==> config.mk <==
export PLATFORM = sky130hd
export DESIGN_NAME = decode_issue_stage
export DESIGN_NICKNAME = d
export VERILOG_FILES = /design/src/rtl/decode_issue_stage.sv
export SDC_FILE = /design/constraint.sdc
export NUM_CORES = 1
export LEC_CHECK = 0
export CORE_MARGIN = 2
export CORE_UTILIZATION = 42
export DETAILED_ROUTE_END_ITERATION = 6
export GPL_TIMING_DRIVEN = 0
export PLACE_DENSITY = 0.76
export SLEW_MARGIN = 0
export SYNTH_ARGS = -nofsm -noshare
export SYNTH_HDL_FRONTEND = slang
export SYNTH_SLANG_ARGS = --single-unit
export TNS_END_PERCENT = 10
==> constraint.sdc <==
create_clock -name clk -period 2.05 [get_ports clk]
set_clock_uncertainty 0.15 [all_clocks]
set_input_delay 0.41 -clock clk [delete_from_list [all_inputs] [get_ports clk]]
set_output_delay 0.41 -clock clk [all_outputs]
set_load 0.03 [all_outputs]
==> src/rtl/decode_issue_stage.sv <==
// Registered decode-and-issue stage with a shifting write scoreboard that stalls fetch on RAW hazards.
// Optional feature: define DECODE_STALL_CNT_EN to add the saturating stall_cnt output.
module decode_issue_stage #(
    parameter int PIPE_DEPTH = 3,
    parameter int REG_AW     = 5
) (
    input  logic        clk,
    input  logic        reset,
    input  logic        if_valid,
    input  logic [0:31] if_inst,
    input  logic        flush,
    output logic        id_ready,
    output logic        out_valid,
    output logic [0:4]  ID_rD,
    output logic [0:4]  ID_rA,
    output logic [0:4]  ID_rB,
    output logic [0:1]  ID_WW,
    output logic [0:2]  ID_ppp,
    output logic [0:15] imm_addr,
    output logic [0:5]  op_code,
    output logic        ID_wrEn,
    output logic        ID_memEn,
    output logic        ID_memwrEn,
    output logic        ID_decode_ctrl_bez,
    output logic        ID_decode_ctrl_bnez,
    output logic        rD_as_source
`ifdef DECODE_STALL_CNT_EN
    ,
    output logic [0:15] stall_cnt
`endif
);

    localparam logic [5:0] TYPE_RTYPE = 6'b101010;
    localparam logic [5:0] TYPE_VLD   = 6'b100000;
    localparam logic [5:0] TYPE_VSD   = 6'b100001;
    localparam logic [5:0] TYPE_VBEZ  = 6'b100010;
    localparam logic [5:0] TYPE_VBNEZ = 6'b100011;

    logic [5:0]  typ_s, op_s;
    logic [4:0]  rd_s, ra_s, rb_s;
    logic [2:0]  ppp_s;
    logic [1:0]  ww_s;
    logic [15:0] imm_s;

    assign typ_s = if_inst[0:5];
    assign rd_s  = if_inst[6:10];
    assign ra_s  = if_inst[11:15];
    assign rb_s  = if_inst[16:20];
    assign ppp_s = if_inst[21:23];
    assign ww_s  = if_inst[24:25];
    assign op_s  = if_inst[26:31];
    assign imm_s = if_inst[16:31];

    // Strobes ordered {wrEn, memEn, memwrEn, bez, bnez, rD_as_source}; src_v_s is {rD, rB, rA}.
    logic [5:0] strb_s;
    logic [2:0] src_v_s;
    logic       rtype_quiet_s;
    logic       ra_zero_s;
    logic       hit_s, hazard_s, issue_s;

    logic [PIPE_DEPTH-1:0] sb_v_q, sb_v_d;
    logic [REG_AW-1:0]     sb_d_q [PIPE_DEPTH];
    logic [REG_AW-1:0]     sb_d_d [PIPE_DEPTH];

    logic        out_valid_q, out_valid_d;
    logic [5:0]  strb_q, strb_d;
    logic [41:0] fields_q, fields_d;

    // Combinational strobe decode and source-operand selection.
    always_comb begin
        strb_s        = 6'b000000;
        src_v_s       = 3'b000;
        ra_zero_s     = (ra_s == 5'd0);
        rtype_quiet_s = (op_s inside {6'b000100, 6'b000101, 6'b001101,
                                      6'b010000, 6'b010001, 6'b010010}) && (rb_s != 5'd0);
        case (typ_s)
            TYPE_RTYPE: begin
                if (rtype_quiet_s) begin
                    strb_s  = 6'b000000;
                    src_v_s = 3'b011;
                end else begin
                    strb_s  = 6'b100001;
                    src_v_s = 3'b111;
                end
            end
            TYPE_VLD:   strb_s  = {1'b1, ra_zero_s, 4'b0000};
            TYPE_VSD: begin
                strb_s  = {1'b0, ra_zero_s, ra_zero_s, 3'b000};
                src_v_s = 3'b100;
            end
            TYPE_VBEZ: begin
                strb_s  = {3'b000, ra_zero_s, 2'b00};
                src_v_s = 3'b100;
            end
            TYPE_VBNEZ: begin
                strb_s  = {4'b0000, ra_zero_s, 1'b0};
                src_v_s = 3'b100;
            end
            default: begin
                strb_s  = 6'b000000;
                src_v_s = 3'b000;
            end
        endcase
    end

    // Hazard detection against every valid scoreboard entry; flush overrides the stall.
    always_comb begin
        hit_s = 1'b0;
        for (int i = 0; i < PIPE_DEPTH; i++) begin
            hit_s = hit_s | (sb_v_q[i] &
                    ((src_v_s[0] & (ra_s[REG_AW-1:0] == sb_d_q[i])) |
                     (src_v_s[1] & (rb_s[REG_AW-1:0] == sb_d_q[i])) |
                     (src_v_s[2] & (rd_s[REG_AW-1:0] == sb_d_q[i]))));
        end
        hazard_s = if_valid & ~flush & hit_s;
        issue_s  = if_valid & ~flush & ~hit_s;
        id_ready = ~hazard_s;
    end

    // Next-state for scoreboard shift and output register.
    always_comb begin
        for (int i = 0; i < PIPE_DEPTH; i++) begin
            if (i == 0) begin
                sb_v_d[i] = issue_s & strb_s[5];
                sb_d_d[i] = rd_s[REG_AW-1:0];
            end else begin
                sb_v_d[i] = sb_v_q[i-1];
                sb_d_d[i] = sb_d_q[i-1];
            end
        end
        out_valid_d = issue_s;
        if (issue_s) begin
            strb_d   = strb_s;
            fields_d = {rd_s, ra_s, rb_s, ppp_s, ww_s, imm_s, op_s};
        end else begin
            strb_d   = 6'b000000;
            fields_d = fields_q;
        end
    end

    // State registers with synchronous reset.
    always_ff @(posedge clk) begin
        if (reset) begin
            sb_v_q      <= {PIPE_DEPTH{1'b0}};
            out_valid_q <= 1'b0;
            strb_q      <= 6'b000000;
            fields_q    <= 42'd0;
            for (int i = 0; i < PIPE_DEPTH; i++) begin
                sb_d_q[i] <= {REG_AW{1'b0}};
            end
        end else begin
            sb_v_q      <= sb_v_d;
            out_valid_q <= out_valid_d;
            strb_q      <= strb_d;
            fields_q    <= fields_d;
            for (int i = 0; i < PIPE_DEPTH; i++) begin
                sb_d_q[i] <= sb_d_d[i];
            end
        end
    end

    assign out_valid           = out_valid_q;
    assign ID_wrEn             = strb_q[5];
    assign ID_memEn            = strb_q[4];
    assign ID_memwrEn          = strb_q[3];
    assign ID_decode_ctrl_bez  = strb_q[2];
    assign ID_decode_ctrl_bnez = strb_q[1];
    assign rD_as_source        = strb_q[0];
    assign ID_rD               = fields_q[41:37];
    assign ID_rA               = fields_q[36:32];
    assign ID_rB               = fields_q[31:27];
    assign ID_ppp              = fields_q[26:24];
    assign ID_WW               = fields_q[23:22];
    assign imm_addr            = fields_q[21:6];
    assign op_code             = fields_q[5:0];

`ifdef DECODE_STALL_CNT_EN
    logic [15:0] stall_cnt_q, stall_cnt_d;

    // Saturating count of hazard cycles.
    always_comb begin
        if (hazard_s && (stall_cnt_q != 16'hFFFF)) begin
            stall_cnt_d = stall_cnt_q + 16'd1;
        end else begin
            stall_cnt_d = stall_cnt_q;
        end
    end

    // Stall counter register.
    always_ff @(posedge clk) begin
        if (reset) begin
            stall_cnt_q <= 16'd0;
        end else begin
            stall_cnt_q <= stall_cnt_d;
        end
    end

    assign stall_cnt = stall_cnt_q;
`endif

endmodule
==> summary.md <==
| Metric | Value |
|---|---|
| Area Growth Syn to Fin | 45.7% |
| Crit. Startpoint | sb_d_q[0][2]$_SDFF_PP0_ |
| Via count | 2373 |
| GRT overflow | 0 |
| YS warnings | 0 |
| Initial core utilization | 43.3% |
| Post-synth EDFFs | 0 |
| Routed Antenna Nets | 0 |
| Total CTS buffers | 5 |
| Worst Path Required | 1.49 ns |
| Worst Hold Path EP | sb_d_q[0][0]$_SDFF_PP0_ |
| Worst reg-to-reg setup slack | -0.14 ns |
| Max Freq | 407 MHz |
| Slew Limit Fails | 0 |
| CTS tree | done |
| Max_cap viols | 0 |
| Post-Layout Cell Count | 476 |
| Final hold viol count | 0 |
| GRT Resource Usage Total | 20.6% |
| Status | complete, but fails checks |
| DP HPWL | 5230 um |
| Commonest non-fill, non-tap cell in the layout | clkdlybuf4s50_1 |
| Port Buffers | 85 |
| Clock buffer depth | 2 |
| Pwr dens | 580 nW/um^2 |
| # fillers | 525 |
| Minimum clock period | 2.46 ns |
| Share of layout cells above drive strength 1 | 30.8% |
| Clock root buffer master | clkbuf_8 |
| Die footprint | 7210 sq um |
| Hold Path Origin | if_inst[10] |
| Arrival @ worst endpoint | 1.90 ns |
| Drt total wl | 7230 um |
| Final setup vio count | 35 |
| CTS H-tree depth | 2 |
| Final instance area | 4010 sq um |
| Dpl cells | 458 |
| Post-Syn Area | 2750 sq um |
| Core box area | 6350 sq um |
| Setup ws final | -0.409 ns |
| Syn Nets | 332 |
| Post-synth top flop | dfxtp_1 |
| Die extent in y | 84.9 um |
| Drt wl/cell | 15.2 um |
| P_leak | 0.00154 uW |
| Type of the worst setup path | reg -> out |
| Final layout net count | 434 |
| Worst Tran Pin Value | 0.485 ns |
| Most frequent cells in the layout | clkdlybuf4s50_1 (56), nor2b_1 (43), dfxtp_1 (40), xnor2_1 (33), buf_4 (31) |
| Worst hold path type | in -> reg |
| Unrepaired setup endpoints after global routing | yes |
| Routability Congestion | 0.871 |
| Largest net degree at the start of global routing | 16 |
| I/O pin cnt | 86 |
| Vias/cell | 4.99 |
| Sink Count | 51 |
| Reg2Reg Capture Point | fields_q[37]$_SDFFE_PP0P_ |
| Worst skew pair latency | 0.31 ns |
| Storage cell area | 1040 sq um |
| Tcrit/Tclk final | 120% |
| VDD IR max | 0.385 mV |
| Hold depth | 2 |
| Gate Count Post-Synth | 296 |
| Crit-path max FO | 3 |
| First-pass GRT wire length | 11700 um |
| Violated checks | setup timing |
| Antenna diode count | 0 |
| Initial DRC Count | 50 |
| #FFs+latches synth | 51 |
| Post-synth cell types | 37 |
| CP endpoint kind | output pin |
| Die X | 84.9 um |
| Reg2reg start | sb_d_q[0][2]$_SDFF_PP0_ |
| Max-slew headroom | 67.7% |
| Area post-placement | 3710 sq um |
| Clock Pin Slew Worst Setup and Hold Paths | 0.09 ns |
| FFs w/ async S/R, synth | 0% |
| Worst Setup Start Kind | register |
| Vias in the first global route | 2353 |
| Number of placement rows | 29 |
| Antenna violations before repair | 0 |
| Hold Buf Count CTS | 0 |
| Drt pass-1 iters | 4 |
| Detailed-route DRC error count | 0 |
| Reg2reg path depth | 8 |
| Area of the multi-input gates | 1620 sq um |
| Seq/Total Area, Yosys | 37.1% |
| Place WS | -1.30 ns |
| Syn_area_per_cell | 9.29 sq um |
| Hold WS | 0.273 ns |
## Yosys cell counts, types with 7 or more instances
cell type	n	area (sq um)
buf_4	16	120
clkbuf_1	9	33.8
dfxtp_1	51	1020
nand2_1	7	26.3
nand2b_1	14	87.6
nand3_1	7	35.0
nor2b_1	45	282
o21ai_0	22	110
o21ai_2	20	175
or2b_1	8	60.1
xnor2_1	33	289
xor2_1	12	105
## how the worst max path moves through the flow
stage	endpoint
floorplan	fields_q[37]$_SDFFE_PP0P_
global placement	id_ready
detailed placement	id_ready
CTS	id_ready
global route	id_ready
finish	id_ready
## flip-flops by register name, summed over array words and instances, names as in the netlist
| name | cells |
|---|---|
| fields_q | 26 |
| sb_d_q | 15 |
| strb_q | 6 |
| sb_v_q | 3 |
| out_valid | 1 |
## per-stage QoR
| step | power, uW | util, % | TNS, ns |
|---|---|---|---|
| 2_1_floorplan | 1370 | - | -0.0747 |
| 3_3_place_gp | 1580 | 58.4 | -31.15 |
| 3_5_place_dp | 1590 | 58.4 | -32.64 |
| 4_1_cts | 2330 | 62.2 | -4.45 |
| 5_1_grt | 2420 | 63.1 | -6.83 |
| 6_report | 2320 | 63.1 | -3.55 |
## critical path, cell delays in order, from the launching register on
cell      delay (ns)
dfxtp_4         0.37
xor2_2          0.14
nor4_2          0.32
nand3_1         0.13
and3_4          0.17
o22ai_4         0.15
buf_6           0.13
nand2b_4        0.05
buf_6           0.13
## timing repair
item                                    in CTS  in global routing
setup buffers                                8                  2
endpoints found under the setup margin      44                 49
pin swaps                                   10                  6
gates resized for setup                     62                 52
## cell families after synthesis
family / Yosys count / synth area share, %
AO/OA/AOI/OAI: 54 / 13.5
XOR/XNOR: 45 / 14.3
buffers and inverters: 36 / 8.56
flip-flops: 51 / 37.1
multiplexers: 5 / 2.73
AND/OR/NAND/NOR: 105 / 23.7
## cell type report
type	count	share of cell area (%)
Tap cell	77	2.40
Buffer	32	6.12
Multi-Input combinational cell	209	40.5
Timing Repair Buffer	95	21.7
Inverter	4	0.375
Clock inverter	2	0.874
Sequential cell	51	26.0
Clock buffer	6	2.06
## report_power, final
part	switching, uW	leakage (uW)	internal [uW]
sequential	34.1	0.000421	1030
clock	347	0.0000612	396
combinational	264	0.00106	254
## layer usage
layer  share of wire (%)  vias to the layer above  track usage (%)
met5                   0                        -                0
met4                0.94                        0             4.76
met3                 3.8                        9             4.09
met2                  49                       63             34.1
met1                  46                     1124             27.7
li1                    -                     1177                -
Note: power is estimated with default switching activity, not from simulation.
